**config.mk**
```make
export PLATFORM = sky130hd
export DESIGN_NAME = mux_sel_sequencer
export DESIGN_NICKNAME = d
export VERILOG_FILES = /design/src/rtl/mux_sel_sequencer.sv
export SDC_FILE = /design/constraint.sdc
export NUM_CORES = 1
export LEC_CHECK = 0
export CAP_MARGIN = 20
export CELL_PAD_IN_SITES_DETAIL_PLACEMENT = 2
export CELL_PAD_IN_SITES_GLOBAL_PLACEMENT = 2
export CORE_MARGIN = 10
export CORE_UTILIZATION = 23
export DETAILED_ROUTE_END_ITERATION = 8
export PLACE_DENSITY_LB_ADDON = 0.1
export SLEW_MARGIN = 40
export SYNTH_ARGS = -nofsm -noshare
export SYNTH_HDL_FRONTEND = slang
export SYNTH_SLANG_ARGS = --single-unit
```
**constraint.sdc**
```tcl
create_clock -name clk -period 1.6 [get_ports clk]
set_input_delay 0.16 -clock clk [delete_from_list [all_inputs] [get_ports clk]]
set_output_delay 0.16 -clock clk [all_outputs]
set_load 0.05 [all_outputs]
```
**src/rtl/mux_sel_sequencer.sv**
```systemverilog
// Bit-serialiser: accepts a parallel byte and steps an 8:1 mux select across it, one bit per cycle.
// Latency: first bit is presented the cycle after acceptance; 8 bit cycles per word, then GAP_CYCLES idle cycles.
// Backpressure: hold freezes select, word, state and gap counter; in_ready drops while busy (except the final bit when GAP_CYCLES==0).
//
// Ports:
//   clk, rst              single clock, asynchronous active-high reset
//   in_data/in_valid      upstream word offer; in_ready is combinational
//   hold                  downstream stall request
//   word, sel             registered mux data and select
//   bit_valid, last       word[sel] is a valid bit / the final bit of the word
//   busy                  FSM is not idle
module mux_sel_sequencer #(
    parameter bit          MSB_FIRST  = 1'b0,
    parameter int unsigned GAP_CYCLES = 0
) (
    input  logic       clk,
    input  logic       rst,
    input  logic [7:0] in_data,
    input  logic       in_valid,
    output logic       in_ready,
    input  logic       hold,
    output logic [7:0] word,
    output logic [2:0] sel,
    output logic       bit_valid,
    output logic       last,
    output logic       busy
);

    typedef enum logic [1:0] {
        IDLE  = 2'd0,
        SHIFT = 2'd1,
        GAP   = 2'd2
    } state_t;

    localparam logic [2:0] START    = MSB_FIRST ? 3'd7 : 3'd0;
    localparam logic [2:0] END      = MSB_FIRST ? 3'd0 : 3'd7;
    localparam logic [3:0] GAP_LOAD = 4'(GAP_CYCLES);
    localparam bit         NO_GAP   = (GAP_CYCLES == 0);

    state_t     state_q, state_d;
    logic [7:0] word_q,  word_d;
    logic [2:0] sel_q,   sel_d;
    logic [3:0] gap_q,   gap_d;
    logic       accept;

    // A new word may be taken in IDLE, or on the final bit when there is no gap,
    // which lets back-to-back words stream without a bubble.
    always_comb begin
        in_ready = !rst && !hold &&
                   ((state_q == IDLE) ||
                    ((state_q == SHIFT) && (sel_q == END) && NO_GAP));
    end

    assign accept    = in_valid && in_ready;
    assign bit_valid = (state_q == SHIFT) && !hold;
    assign last      = bit_valid && (sel_q == END);
    assign busy      = (state_q != IDLE);
    assign word      = word_q;
    assign sel       = sel_q;

    always_comb begin
        state_d = state_q;
        word_d  = word_q;
        sel_d   = sel_q;
        gap_d   = gap_q;

        case (state_q)
            IDLE: begin
                // sel and word keep their last values while idle
            end
            SHIFT: begin
                if (!hold) begin
                    if (sel_q == END) begin
                        if (!NO_GAP) begin
                            state_d = GAP;
                            gap_d   = GAP_LOAD;
                        end else begin
                            state_d = IDLE;
                        end
                    end else begin
                        sel_d = MSB_FIRST ? (sel_q - 3'd1) : (sel_q + 3'd1);
                    end
                end
            end
            GAP: begin
                // Counter was loaded with GAP_CYCLES; leave on the cycle it reads 1
                // so exactly GAP_CYCLES unfrozen cycles are spent here.
                if (!hold) begin
                    if (gap_q <= 4'd1) begin
                        state_d = IDLE;
                        gap_d   = 4'd0;
                    end else begin
                        gap_d = gap_q - 4'd1;
                    end
                end
            end
            default: begin
                state_d = IDLE;
            end
        endcase

        // Acceptance overrides the end-of-word transition (back-to-back reload).
        if (accept) begin
            word_d  = in_data;
            sel_d   = START;
            state_d = SHIFT;
        end
    end

    always_ff @(posedge clk or posedge rst) begin
        if (rst) begin
            state_q <= IDLE;
            word_q  <= 8'h00;
            sel_q   <= 3'd0;
            gap_q   <= 4'd0;
        end else begin
            state_q <= state_d;
            word_q  <= word_d;
            sel_q   <= sel_d;
            gap_q   <= gap_d;
        end
    end

endmodule

```
==> results by group <==
Global routing
  – Largest net degree at the start of global routing: 13
  – GRT Overall Usage: 0.0741
  – Global-route wire length before repair: 2550 microns
  – Initial antenna violation count: 0
  – Gr ovfl total: 0
  – Vias in the first global route: 476

CTS
  – CTS Hold Bufs: 0
  – Clock tree buffer depth: 2
  – CTS Sinks: 12
  – H-tree depth: 1
  – CTS tree: done
  – Clock Latency Late Sink: 0.27 ns
  – Worst-path clk slew: 0.07 ns
  – CTS buffer count: 3
  – CTS root buf: clkbuf_4

Worst setup path
  – Crit. End Element: output port
  – Slowest-stage cell, CP: dfrtp_2
  – Crit-path cells: ha_4 > ha_4 > nand2b_4 > and2_4 > buf_12
  – Largest stage delay, worst path: 0.43 ns
  – Buf/Inv on CP: 1
  – Worst-path fanout max: 4
  – Crit Path Category: flop to output port
  – Crit path DAT: 1.46 ns
  – Element type at the critical path start: flop
  – CP dominant cell by count: ha_4
  – Largest delay share family, worst path: flip-flops
  – Worst path required time: 1.44 ns

STA
  – Final cycle utilization of the critical path: 1.02
  – Max_slew headroom: 0.686
  – Clock Skews: 0.00671 ns
  – Final Critical Period: 1.62 ns
  – Worst Max-Slew Pin Slew: 0.471 ns
  – Final worst slack: -0.0246 ns
  – Slew Limit Fails: 0
  – Final Setup Violations: 1
  – Max Clock Freq: 616 MHz
  – Setup TNS: -0.0246 ns
  – Worst hold slack: 0.301 ns
  – Final hold vios: 0
  – Unrepaired setup endpoints after global routing: true

Power
  – Combinational Power Share: 0.645
  – Pwr Density: 2310 nW/um^2
  – PnR Total Power: 2.16 mW
  – VDD IR max: 0.871 mV
  – Switching part of the total power: 0.482
  – Switching power: 1.04 mW
  – P_int: 1.12 mW
  – Cell leakage power: 0.429 nW
  – Clk network pwr share: 0.087
  – Seq pwr share: 0.268

Logic synthesis
  – Synth top area share: 0.566
  – Number of flops mapped to enable cells by yosys: 0
  – Yosys warning count: 0
  – Post-synthesis cell area: 531 sq um
  – Synth cell count leaders: 12 x dfrtp_1, 8 x mux2_2
  – Top-count cell post-synth: dfrtp_1
  – Post-synthesis sequential area ratio: 0.566
  – Yosys top cell by area: dfrtp_1
  – Syn Area/Cell: 14.3 sq um
  – Synth Instances: 37
  – Post-synthesis async set-or-reset flop share: 1.00
  – Top area cells in the synthesized netlist: dfrtp_1 57%, mux2_2 17%, ha_1 4.7%, a22o_1 3.3%, nand3_4 3.3%
  – Post-synthesis net count: 51
  – Distinct cells, synth: 15
  – Most used flip-flop cell after synthesis: dfrtp_1
  – Synthesis-stage register bit count: 12

Die
  – Die width: 68.0 microns
  – Initial core utilization: 0.240
  – Die H: 68.0 microns
  – IO Pins: 27
  – Core footprint: 2210 sq um
  – Die ar.: 4630 sq um
  – Row count: 17

Place
  – Setup WS pre-CTS: 0.0996 ns
  – Buffers added on ports: 26
  – Placed cell areas: 872 sq um
  – Gpl congestion: 0.747
  – Post-DP HPWL: 1270 microns
  – Placed Cells: 92

Hold path
  – HP Class: input pin to asynchronous set/reset pin

Job
  – Maxcap violations: 0

Routing
  – Post-DR vias/cell: 4.24
  – Final wirelength: 1560 microns
  – Met2 WL post-DR: 856 microns
  – DR pass1 iterations: 2
  – Drt drc: 0
  – Wire length per cell: 15.5 microns
  – Met3 routed WL: 109 microns
  – DR iter-0 viols: 10
  – M1 wire length: 589 microns
  – Routed via count: 428
  – Highest metal layer with signal wires: met4
  – Final ANT Viol Nets: 0

Final layout
  – Synthesis-to-layout area growth: 76.7%
  – Final nets: 88
  – Inserted Diodes: 0
  – Final Cell Area: 937 sq um
  – Share of layout cells above drive strength 1: 0.589
  – Final core utilization: 0.424
  – Finished Layout Cells: 101

Outcome
  – Outcome: complete, but fails checks
  – Failing checks: setup timing
-- power by group through the flow --
stage / clock (mW) / combinational, mW / sequential [mW]
floorplan: 0 / 0.336 / 1.11
global placement: 0 / 1.30 / 0.590
detailed placement: 0 / 1.30 / 0.595
CTS: 0.203 / 1.37 / 0.580
global route: 0.225 / 1.47 / 0.600
finish: 0.189 / 1.40 / 0.578
-- timing repair --
| action | CTS | global route |
|---|---|---|
| endpoints found under the setup margin | 1 | 4 |
| pin swaps | 1 | 2 |
| buffers inserted | 3 | 2 |
| resized for setup | 1 | 0 |
-- cell usage in the layout (no fill, tap or decap) --
| master | instances |
|---|---|
| mux2_1 | 1 |
| nor2_2 | 1 |
| ha_4 | 2 |
| nor2b_4 | 1 |
| clkbuf_4 | 3 |
| a22o_1 | 2 |
| and2_2 | 1 |
| nand3_4 | 1 |
| nor2_1 | 1 |
| o21ai_0 | 1 |
| clkdlybuf4s50_1 | 11 |
| dfrtp_1 | 9 |
| a21o_1 | 1 |
| buf_4 | 18 |
| dfrtp_2 | 3 |
| and2_4 | 1 |
| clkbuf_1 | 1 |
| nand2b_4 | 1 |
| nand2b_1 | 1 |
| mux2_2 | 8 |
| buf_12 | 3 |
| inv_1 | 2 |
-- metal layers --
metal  GRT usage  vias to the layer above
met5           0                        -
met4      0.0226                        0
met3      0.0392                        2
met2       0.133                       12
met1      0.0725                      214
li1            -                      200
-- final cells by class --
class	instances	area [sq um]
Clock buffer	4	26.3
Inverter	2	7.51
Multi-Input combinational cell	23	259
Timing Repair Buffer	32	305
Fill cell	235	1270
Sequential cell	12	304
Tap cell	28	35.0
-- sequential cells by signal, summed over array words and instances, names as in the netlist --
| name | count |
|---|---|
| word | 8 |
| sel | 3 |
| state_q | 1 |
-- logic make-up after synthesis --
logic type               count (synthesis)  share of synthesized area
flip-flops                              12                      0.566
multiplexers                             9                      0.191
AND/OR/NAND/NOR                          8                      0.125
AO/OA/AOI/OAI                            4                     0.0566
buffers and inverters                    2                     0.0142
adder cells (fa/ha/maj)                  2                     0.0472
-- worst paths after layout --
path                                      from                     end  slack (ns)  cells after the start
max                         sel[0]$_DFFE_PP0P_                in_ready       -0.02                      5
min                                        rst      sel[2]$_DFFE_PP0P_        0.30                      2
max reg2reg                 sel[0]$_DFFE_PP0P_      sel[0]$_DFFE_PP0P_        0.01                      6
min reg2reg                word[6]$_DFFE_PP0P_     word[6]$_DFFE_PP0P_        0.49                      1
max in group asynchronous                  rst  state_q[0]$_DFFE_PP0P_        0.94                      2
min in group clk                    in_data[6]     word[6]$_DFFE_PP0P_        0.49                      2
Power figures use the tool's default switching activity.
